### config.mk
export PLATFORM = sky130hd
export DESIGN_NAME = bus_ctrl
export DESIGN_NICKNAME = d
export VERILOG_FILES = /design/src/rtl/bus_ctrl.sv
export SDC_FILE = /design/constraint.sdc
export NUM_CORES = 1
export LEC_CHECK = 0
export ABC_AREA = 1
export CORE_MARGIN = 1
export CORE_UTILIZATION = 40
export CTS_CLUSTER_DIAMETER = 40
export DETAILED_ROUTE_END_ITERATION = 7
export MAX_ROUTING_LAYER = met4
export PLACE_DENSITY = 0.95
export SLEW_MARGIN = 20
export SYNTH_ARGS = -nofsm -noshare
export SYNTH_HDL_FRONTEND = slang
export SYNTH_SLANG_ARGS = --single-unit
### constraint.sdc
create_clock -name clk -period 2.9 [get_ports clk]
set_input_delay 0.58 -clock clk [delete_from_list [all_inputs] [get_ports clk]]
set_output_delay 0.58 -clock clk [all_outputs]
set_load 0.05 [all_outputs]
### src/rtl/bus_ctrl.sv
// bus_ctrl: single-outstanding CPU load/store controller.
// Latches one request, looks it up through the external address decoder,
// then drives the selected device until it acks or the access times out.
// The CPU gets a one-cycle response strobe carrying read data or an error.
module bus_ctrl #(
  parameter int DATA_W  = 16,
  parameter int NUM_DEV = 7,
  parameter int TIMEOUT = 16
) (
  input  logic                      clk,
  input  logic                      rst_n,
  input  logic                      cpu_req,
  input  logic                      cpu_we,
  input  logic [15:0]               cpu_addr,
  input  logic [DATA_W-1:0]         cpu_wdata,
  output logic                      cpu_ready,
  output logic                      cpu_rvalid,
  output logic [DATA_W-1:0]         cpu_rdata,
  output logic                      cpu_err,
  output logic                      dec_rd,
  output logic                      dec_wr,
  output logic [15:0]               dec_addr,
  input  logic                      dec_hit,
  input  logic [2:0]                dec_did,
  output logic [NUM_DEV-1:0]        dev_sel,
  output logic                      dev_we,
  output logic [11:0]               dev_addr,
  output logic [DATA_W-1:0]         dev_wdata,
  input  logic [NUM_DEV-1:0]        dev_ack,
  input  logic [NUM_DEV*DATA_W-1:0] dev_rdata
);

  // Counter only has to reach TIMEOUT-1; keep at least one bit for TIMEOUT=1.
  localparam int CNT_W = (TIMEOUT > 1) ? $clog2(TIMEOUT) : 1;
  localparam logic [CNT_W-1:0] CNT_LAST = CNT_W'(TIMEOUT - 1);

  typedef enum logic [1:0] {IDLE, LOOKUP, ACCESS, RESP} state_t;

  state_t             state, state_nx;
  logic [CNT_W-1:0]   cnt, cnt_nx;
  logic [15:0]        addr_q, addr_nx;
  logic               we_q, we_nx;
  logic [DATA_W-1:0]  wdata_q, wdata_nx;
  logic [2:0]         did_q, did_nx;
  logic [DATA_W-1:0]  rdata_q, rdata_nx;
  logic               err_q, err_nx;

  logic               ack_hit;
  logic [DATA_W-1:0]  rdata_sel;
  logic [NUM_DEV-1:0] sel_oh;
  logic               lookup_ok;
  logic               in_xfer;

  // Device-slot mux: registered did picks its ack, read data and select bit.
  always_comb begin
    ack_hit   = 1'b0;
    rdata_sel = '0;
    sel_oh    = '0;
    for (int i = 0; i < NUM_DEV; i++) begin
      if (did_q == 3'(i)) begin
        ack_hit   = dev_ack[i];
        rdata_sel = dev_rdata[i*DATA_W +: DATA_W];
        sel_oh[i] = 1'b1;
      end
    end
  end

  // A decoder hit on a slot we do not implement is reported as a miss.
  assign lookup_ok = dec_hit && (int'(dec_did) < NUM_DEV);

  // Next-state and next-register logic for the transaction FSM.
  always_comb begin
    state_nx = state;
    cnt_nx   = cnt;
    addr_nx  = addr_q;
    we_nx    = we_q;
    wdata_nx = wdata_q;
    did_nx   = did_q;
    rdata_nx = rdata_q;
    err_nx   = err_q;
    case (state)
      IDLE: begin
        if (cpu_req) begin
          addr_nx  = cpu_addr;
          we_nx    = cpu_we;
          wdata_nx = cpu_wdata;
          state_nx = LOOKUP;
        end
      end
      LOOKUP: begin
        if (lookup_ok) begin
          did_nx   = dec_did;
          cnt_nx   = '0;
          state_nx = ACCESS;
        end else begin
          err_nx   = 1'b1;
          rdata_nx = '0;
          state_nx = RESP;
        end
      end
      ACCESS: begin
        // An ack on the last allowed cycle still counts as success.
        if (ack_hit) begin
          err_nx   = 1'b0;
          rdata_nx = we_q ? '0 : rdata_sel;
          state_nx = RESP;
        end else if (cnt == CNT_LAST) begin
          err_nx   = 1'b1;
          rdata_nx = '0;
          state_nx = RESP;
        end else begin
          cnt_nx = cnt + 1'b1;
        end
      end
      RESP: begin
        state_nx = IDLE;
      end
      default: begin
        state_nx = IDLE;
      end
    endcase
  end

  // State and latched request registers; reset aborts any transaction.
  always_ff @(posedge clk) begin
    if (!rst_n) begin
      state   <= IDLE;
      cnt     <= '0;
      addr_q  <= '0;
      we_q    <= 1'b0;
      wdata_q <= '0;
      did_q   <= '0;
      rdata_q <= '0;
      err_q   <= 1'b0;
    end else begin
      state   <= state_nx;
      cnt     <= cnt_nx;
      addr_q  <= addr_nx;
      we_q    <= we_nx;
      wdata_q <= wdata_nx;
      did_q   <= did_nx;
      rdata_q <= rdata_nx;
      err_q   <= err_nx;
    end
  end

  // Decoder strobes cover both LOOKUP and ACCESS so the decode stays stable.
  assign in_xfer    = (state == LOOKUP) || (state == ACCESS);
  assign cpu_ready  = (state == IDLE);
  assign cpu_rvalid = (state == RESP);
  assign cpu_rdata  = rdata_q;
  assign cpu_err    = err_q;
  assign dec_rd     = in_xfer & ~we_q;
  assign dec_wr     = in_xfer & we_q;
  assign dec_addr   = addr_q;
  assign dev_sel    = (state == ACCESS) ? sel_oh : '0;
  assign dev_we     = (state == ACCESS) & we_q;
  assign dev_addr   = addr_q[11:0];
  assign dev_wdata  = wdata_q;

endmodule

======== Word-level counts from Yosys, hierarchy flattened ========
Index checks and enable logic that the tools add are counted.
word-level totals
  bits in registers ....................... 59
  word-level logic and storage cells ...... 80
  input port bits ......................... 159
  output and inout bits ................... 73
operators by class
  bitwise gates (word level) .............. 4
  reduce and logical (&&, ||, !) cells .... 10
  equality and inequality tests ........... 16
  mux-type cells .......................... 40
  magnitude comparators ................... 1
  add/subtract/negate cells ............... 1
operators by type and width
  cell                   count
  $mux W16               11
  $pmux W16 S2           1
  $mux W1                18
  $mux W4                3
  $ne A2 B2 Y1 const B   5
  $eq A3 B3 Y1 const B   3
  $pmux W2 S4            1
  $pmux W4 S2            1
  $mux W7                1
  $eq A3 B2 Y1 const B   2
  $mux W2                3
  $reduce_and A2 Y1      3
  $add A4 B1 Y4 const B  1
  $eq A2 B2 Y1 const B   2
  $eq A4 B4 Y1 const B   1
  $reduce_and A4 Y1      1
  $and A1 B1 Y1          3
  $eq A3 B1 Y1 const B   1
  $logic_not A3 Y1       1
  $lt A3 B3 Y1 const B   1
  $ne A3 B3 Y1 const B   1
  $reduce_and A3 Y1      1
  $eq A2 B1 Y1 const B   1
  $logic_not A2 Y1       1
  other kinds (5)        5

======== Logic depth before layout (Yosys ltp) ========
Gate-level depths: netlist of the first run.
  depth after elaboration ................. 11
  mapped depth ............................ 13
  gate-level depth less buffers ........... 11

======== Worst setup path before layout of the first run ========
No wires, ideal clock.
  kind .................................... register to output
  start ................................... reg state[0]
  end ..................................... out dev_sel[0]
  arrival time ............................ 2356 ps
  path buffers ............................ 1
  stages on the path, launching flop included .. 6
  slack ................................... -36 ps
  cell sequence ........................... dfxtp_1 > inv_1 > ha_1 > buf_2 > clkinv_1 > nor4_1
between the ends
  longest elaborated chain between the ends .. 2
RTL lines
  item                    line  RTL
  start, declared         39    state_t state, state_nx;
  start signal, assigned  136   state <= state_nx;
  $eq A2 B2 Y1            156   assign dev_sel = (state == ACCESS) ? sel_oh : '0;
  $mux W7                 156
  end, declared           25    output logic [NUM_DEV-1:0] dev_sel,
No other way between the ends.

======== Final worst setup path of the first run ========
  start ................................... reg state[0]
  end ..................................... out dev_we
between the ends
  longest elaborated chain between the ends .. 2
RTL lines
  item           line  RTL
  $eq A2 B2 Y1   157   assign dev_we = (state == ACCESS) & we_q;
  $and A1 B1 Y1  157
  end, declared  26    output logic dev_we,
No other way between the ends.

==> PnR_summary.wiki, run 1 <==
{| class="wikitable"
! Metric !! Value
|-
| Final setup vio count || 0
|-
| Async S/R FF share, synth || 0
|-
| Reg area || ~1200 um2
|-
| Count of placed standard cells including taps || 913
|-
| # nets final || 980
|-
| Area grow syn2layout || 67.3%
|-
| Number of register bits inferred by synthesis || between 50 and 60
|-
| FF-to-FF setup slack || 640 ps
|-
| Largest net degree at the start of global routing || 45
|-
| Count of clock tree sinks || 59
|-
| Die H || around 100 um
|-
| DRC violations left || 20
|-
| Startpoint of the lowest-slack hold path || cpu_rdata[0]
|-
| Minimum clock period || 2670 ps
|-
| CTS hold repair buffers || 0
|-
| Post-route worst hold slack || 460 ps
|-
| Highest-count cells in the layout ignoring fill and taps || clkdlybuf4s50_1, nand2_1, nor2_1
|-
| Clock tree from TritonCTS || built
|-
| Count of input and output buffers || around 230
|-
| H-Tree Depth || 3
|-
| Maximum count of clock buffers along a single path || 2
|-
| Synth Flop Type || dfxtp_1
|-
| DP Wirelength || just under 10000 um
|-
| Required arrival time at the worst endpoint || about 2300 ps
|-
| Total via count after detailed routing || around 4500
|-
| Via count of the first global-routing pass || between 4000 and 5000
|-
| First-pass GRT wire length || 20100 um
|-
| Transition time at the pin with the least slew margin || ~560 ps
|-
| Worst min-delay path endpoint || cpu_rdata[0]
|-
| Clock skew || between 6 and 7 ps
|-
| Chip Width || 98.0 um
|-
| Final-report hold violation count || 0
|-
| Count of flip-flops with a built-in enable after synthesis || 0
|-
| Drt pass-1 iters || 7
|-
| Largest voltage drop on the vdd net || 1.01 mV
|-
| Antenna cells || 0
|-
| Drt initial violations || between 150 and 200
|-
| Endpoint type of the worst setup path || output port
|-
| Fraction of layout cells with a size suffix above 1 || 0.0768
|-
| Overall track demand over capacity in global routing || 0.269
|-
| Worst slew margin relative to its limit || 0.625
|-
| Antenna violations before repair || 0
|-
| Via density || 4.88
|-
| Static leakage power || 2.60 nW
|-
| Post-DR wirelength/cell || 13.5 um
|-
| Category of the worst setup path launch point || flip-flop
|-
| Unique cell type count in the Yosys netlist || 28
|-
| WHS Path Cells || 2
|-
| CTS Buf Count || 9
|-
| Sequential area share after synthesis || 0.320
|-
| Top fanout value on the critical path || 9
|-
| Beginning of the worst register-to-register path || did_q[1]
|-
| Number of fill cells || 718
|-
| Footprint of the multi-input gates || roughly 2000 um2
|-
| Post-synthesis cell count || 606
|-
| Worst hold-check path type || reg -> reg
|-
| Fraction of post-synthesis cell area in the top cell type by area || 0.320
|-
| Grt total ovfl || 0
|-
| CTS root buffer || clkbuf_8
|-
| Clock Latency Late Sink || 320 ps
|-
| Violated checks || DRC
|-
| I/O pins || 232
|-
| Crit Reg-Reg Endpoint || cnt[1]
|-
| Type of the worst setup path || reg -> out
|-
| Power per Cell Area || 785 nW/um2
|-
| Total count of max-transition violations in the final report || 0
|-
| YS warnings || 0
|-
| Post-synthesis cell type with the largest combined area || dfxtp_1
|-
| Run status || complete, but fails checks
|-
| Post-placement cell area || 5970 um2
|-
| Tcrit/Tclk final || 0.921
|-
| Commonest non-fill, non-tap cell in the layout || clkdlybuf4s50_1
|-
| Rows || 34
|-
| Starting density of the core || 0.419
|-
| GP Congestion || approximately 0.8
|-
| Remaining number of nets flagged by the antenna check after routing || 0
|-
| Post-cts resize count || 0
|-
| Logic depth of the worst register-to-register path || 11
|-
| Mean cell area of the mapped netlist || around 6 um2
|-
| Number of nets in the synthesized netlist || between 700 and 800
|-
| Maximum clock frequency || about 0.37 GHz
|-
| Clk slew on worst S/H paths || about 70 ps
|-
| RSZ-0062 raised after global routing || false
|-
| Arrival time reported for the critical path endpoint || 2090 ps
|-
| Number of buffers inserted by post-CTS setup repair || 0
|-
| Max-capacitance violation count || 0
|-
| Core area || 8810 um2
|-
| Leading cell types by total area after synthesis || dfxtp_1, nand2_1, nor2_1, o21ai_0, inv_1
|-
| Total detailed-routing wirelength || 12500 um
|-
| Final cell count without fillers || 928
|-
| Combined area of all synthesized cells || 3690 um2
|-
| Final std cell area, no fill || 6170 um2
|-
| Die area || 9610 um2
|}
[state kept, by name (all words and copies together), names as in the netlist]
signal,flops
cnt,4
cpu_err,1
cpu_rdata,16
dec_addr,16
dev_wdata,16
did_q,3
state,2
we_q,1
[Yosys cell counts, types with 2 or more instances]
cell type / instances
buf_1: 3
nor3_2: 4
nand3_1: 26
buf_2: 3
nand2_4: 3
clkbuf_1: 19
nand4_1: 21
nor4_1: 4
ha_1: 5
nor2_1: 111
buf_6: 3
a21oi_1: 23
clkinv_1: 11
nand2_1: 152
buf_4: 14
o21ai_0: 58
dfxtp_1: 59
or2_2: 17
inv_1: 60
inv_2: 2
[per-layer routing]
layer,part of all wire,track usage
met5,0,-
met4,0.024,0.0921
met3,0.082,0.0637
met2,0.51,0.497
met1,0.39,0.276
[worst max-delay path, stage by stage, from the launching register on]
cell and delay [ps]:
dfxtp_1 350, inv_1 100, ha_1 360, nand2_1 100, inv_1 60, clkdlybuf4s50_1 790
[kinds of logic (layout without fill, tap and decap cells)]
| family | Yosys count | after routing | share of synthesized area |
|---|---|---|---|
| adder cells (fa/ha/maj) | 5 | 5 | 0.0170 |
| buffers and inverters | 116 | 330 | 0.140 |
| AND/OR/NAND/NOR | 344 | 344 | 0.411 |
| AO/OA/AOI/OAI | 82 | 82 | 0.112 |
| flip-flops | 59 | 59 | 0.320 |
[report_power, final]
part | internal (mW) | switching, mW | total (mW)
registers | 1.01 | 0.159 | 1.17
clock network | 0.437 | 0.320 | 0.758
logic | 1.03 | 1.89 | 2.91
[worst max-delay path by stage]
stage / from / end / slack, ps / cells past startpoint
floorplan: state[0] / dev_sel[0] / -40 / 5
global placement: state[0] / dec_rd / 630 / 5
detailed placement: state[0] / dec_rd / 600 / 5
CTS: state[0] / dev_we / 230 / 5
global route: state[0] / dev_sel[3] / 120 / 5
finish: state[0] / dev_we / 230 / 5
[area by class of cell]
| type | instances | share of cell area |
|---|---|---|
| tap | 108 | 0.0219 |
| multi-input combinational | 431 | 0.323 |
| clock inverter | 4 | 0.00811 |
| clock buffer | 11 | 0.0245 |
| timing repair buffer | 241 | 0.386 |
| sequential | 59 | 0.191 |
| inverter | 74 | 0.0454 |
[stage by stage]
stage / util / power (mW) / setup TNS [ps] / setup slack (ps)
floorplan: - / 3.20 / -145 / -36.1
global placement: 0.678 / 4.04 / 0 / 627
detailed placement: 0.678 / 4.09 / 0 / 597
CTS: 0.701 / 4.87 / 0 / 227
global route: 0.701 / 5.18 / 0 / 121
finish: 0.701 / 4.84 / 0 / 229
Note: power is estimated with default switching activity, not from simulation.
==> run 2, diff against run 1 <==
CORE_UTILIZATION = 35   (was 40)
PLACE_DENSITY = 0.86   (was 0.95)
clock period = 2.8 ns   (was 2.9 ns; I/O delays follow)
==> run 2 against run 1 <==
Against the previous run: largest power group unchanged; clock power is 4.9% lower; cell count is 3.1% higher; register-to-register slack worse by 120 ps; total power is 2.4% higher; combinational power is 4% higher; global-route usage is 3.4 points lower; clock skew is 6.4 ps higher; critical path type unchanged; the flow now finishes without violations.
==> PnR_summary.wiki, run 2 (same netlist as run 1, synthesis figures left out) <==
{| class="wikitable"
! Metric !! Value
|-
| Type of the worst setup path || reg -> out
|-
| Total count of max-transition violations in the final report || 0 (unchanged)
|-
| Minimum clock period || 2680 ps
|-
| DP Wirelength || 9960 um (+2.7%)
|-
| Required arrival time at the worst endpoint || 2240 ps (-80 ps)
|-
| Clk slew on worst S/H paths || 80 ps (about the same)
|-
| Startpoint of the lowest-slack hold path || cpu_rdata[0]
|-
| WHS Path Cells || 2 (unchanged)
|-
| Power per Cell Area || 793 nW/um2 (+1.1%)
|-
| CTS hold repair buffers || 0 (unchanged)
|-
| Post-route core utilization || 0.608 (-0.0924)
|-
| Final setup vio count || 0 (unchanged)
|-
| Total detailed-routing wirelength || 12600 um (+0.22%)
|-
| Tcrit/Tclk final || 0.956
|-
| Die H || 105 um (+6.8%)
|-
| Post-route worst hold slack || 461 ps (+1.54 ps)
|-
| Clock Latency Late Sink || 340 ps (+20 ps)
|-
| Beginning of the worst register-to-register path || did_q[1]
|-
| Post-DR wirelength/cell || 13.1 um (-2.8%)
|-
| Largest net degree at the start of global routing || 36 (-20%)
|-
| Clock tree from TritonCTS || built
|-
| DRC violations left || 0 (-100%)
|-
| I/O pins || 232 (unchanged)
|-
| Area grow syn2layout || 69.5%
|-
| First-pass GRT wire length || 20000 um (-0.93%)
|-
| Top fanout value on the critical path || 9 (unchanged)
|-
| Sequential fraction of design power || 0.244 (+0.002)
|-
| Starting density of the core || 0.359 (-0.0600)
|-
| Clock share of power || 0.145 (-0.011)
|-
| Grt total ovfl || 0 (unchanged)
|-
| # nets final || 980 (unchanged)
|-
| FF-to-FF setup slack || 520 ps (-120 ps)
|-
| Launching element of the worst setup path || state[0]
|-
| Maximum count of clock buffers along a single path || 2 (unchanged)
|-
| Max-capacitance violation count || 0 (unchanged)
|-
| Transition time at the pin with the least slew margin || 542 ps (-19.1 ps)
|-
| Core area || 10300 um2 (+17%)
|-
| Crit Reg-Reg Endpoint || cpu_rdata[9]
|-
| Remaining number of nets flagged by the antenna check after routing || 0 (unchanged)
|-
| Overall track demand over capacity in global routing || 0.235 (-0.0339)
|-
| Die area || 11000 um2 (+14%)
|-
| Commonest non-fill, non-tap cell in the layout || clkdlybuf4s50_1
|-
| H-Tree Depth || 3 (unchanged)
|-
| Arrival time reported for the critical path endpoint || 2120 ps (+30 ps)
|-
| Final cell count without fillers || 957 (+3.1%)
|-
| Logic depth of the worst register-to-register path || 11 (unchanged)
|-
| Total via count after detailed routing || 4465 (-1.5%)
|-
| Number of buffers inserted by post-CTS setup repair || 0 (unchanged)
|-
| Worst slew margin relative to its limit || 0.637 (+0.0127)
|-
| Switching share of total power || 0.503 (+0.0140)
|-
| Run status || completed
|-
| Post-placement cell area || 6070 um2 (+1.6%)
|-
| Post-Route Setup TNS || 0 ps (unchanged)
|-
| Total power || 4.96 mW (+2.4%)
|-
| CTS root buffer || clkbuf_8
|-
| Count of input and output buffers || 231 (unchanged)
|-
| Combinational group share of total power || 0.611 (+0.009)
|-
| Int Power || 2.47 mW (-0.38%)
|-
| Clock skew || 13.1 ps (+6.40 ps)
|-
| Drt initial violations || 184 (+9.5%)
|-
| Category of the worst setup path launch point || flip-flop
|-
| Final-report hold violation count || 0 (unchanged)
|-
| Chip Width || 105 um (+6.8%)
|-
| RSZ-0062 raised after global routing || true
|-
| Endpoint type of the worst setup path || output port
|-
| Fraction of layout cells with a size suffix above 1 || 0.0780 (+0.00112)
|-
| Antenna cells || 0 (unchanged)
|-
| Via count of the first global-routing pass || 4311 (+0.63%)
|-
| Via density || 4.67 (-4.4%)
|-
| Maximum clock frequency || 0.373 GHz
|-
| Static leakage power || 2.63 nW (+0.91%)
|-
| Worst hold-check path type || reg -> reg
|-
| CTS Buf Count || 9 (unchanged)
|-
| Final std cell area, no fill || 6250 um2 (+1.3%)
|-
| Largest voltage drop on the vdd net || 0.923 mV (-8.8%)
|-
| Count of clock tree sinks || 59 (unchanged)
|-
| Sw Pwr || 2.49 mW (+5.4%)
|-
| Antenna violations before repair || 0 (unchanged)
|-
| Setup WS post-layout || 122 ps (-107 ps)
|-
| Worst min-delay path endpoint || cpu_rdata[0]
|-
| Rows || 37 (+8.8%)
|-
| Highest-count cells in the layout ignoring fill and taps || clkdlybuf4s50_1, nand2_1, nor2_1
|-
| Post-place setup slack || 507 ps (-89.8 ps)
|-
| Drt pass-1 iters || 4 (-3)
|-
| Count of placed standard cells including taps || 941 (+3.1%)
|-
| GP Congestion || 0.874 (+6.4%)
|}
[run 2: cell types whose count changed in the layout (fill, tap and decap cells not counted), moves of 2 or more]
cell / change
buf_12: +5
buf_4: -5
inv_6: +3
clkbuf_8: -2
[run 2: cell type report]
class	count	area (um2)
sequential	59	1180
inverter	74	280
clock buffer	9	124
fill	939	4020
timing repair buffer	241	2450
clock inverter	7	58.8
tap	136	170
multi-input combinational	431	1990
[run 2: power by group through the flow]
stage	combinational [mW]	sequential (mW)	clock, mW
final	3.03	1.21	0.721
after global routing	3.29	1.24	0.790
after detailed placement	3.04	1.23	0
after global placement	3.01	1.22	0
after CTS	3.05	1.21	0.745
after floorplan	1.60	1.71	0
[run 2: critical path, stage by stage (launching register included)]
cell and delay (ps):
dfxtp_1 360, inv_1 90, ha_1 340, clkinv_1 320
nor4_1 450, buf_12 200
[run 2: timing repair]
action | 4_1_cts | 5_1_grt
endpoints found under the setup margin | 0 | 5
resized for setup | 0 | 1
hold endpoints to repair | 0 | 0
[run 2: worst max-delay path by stage]
stage	to	slack (ps)
2_1_floorplan	dev_sel[0]	-120
3_3_place_gp	dev_sel[1]	550
3_5_place_dp	dev_sel[4]	510
4_1_cts	dev_sel[3]	110
5_1_grt	dev_sel[3]	-60
6_report	dev_sel[3]	120
[run 2: layer usage]
layer / vias to the layer above / wire length, um / GRT usage
li1: 2307 / - / -
met1: 1981 / 5110 / 0.248
met2: 159 / 6350 / 0.430
met3: 18 / 890 / 0.0649
met4: 0 / 201 / 0.0594
met5: - / 0 / -
==> run 3, diff against run 2 <==
HOLD_SLACK_MARGIN = 0.12   (was default)
==> results of run 3 <==
The final DEF is identical to that of run 2; final timing and power are the same.
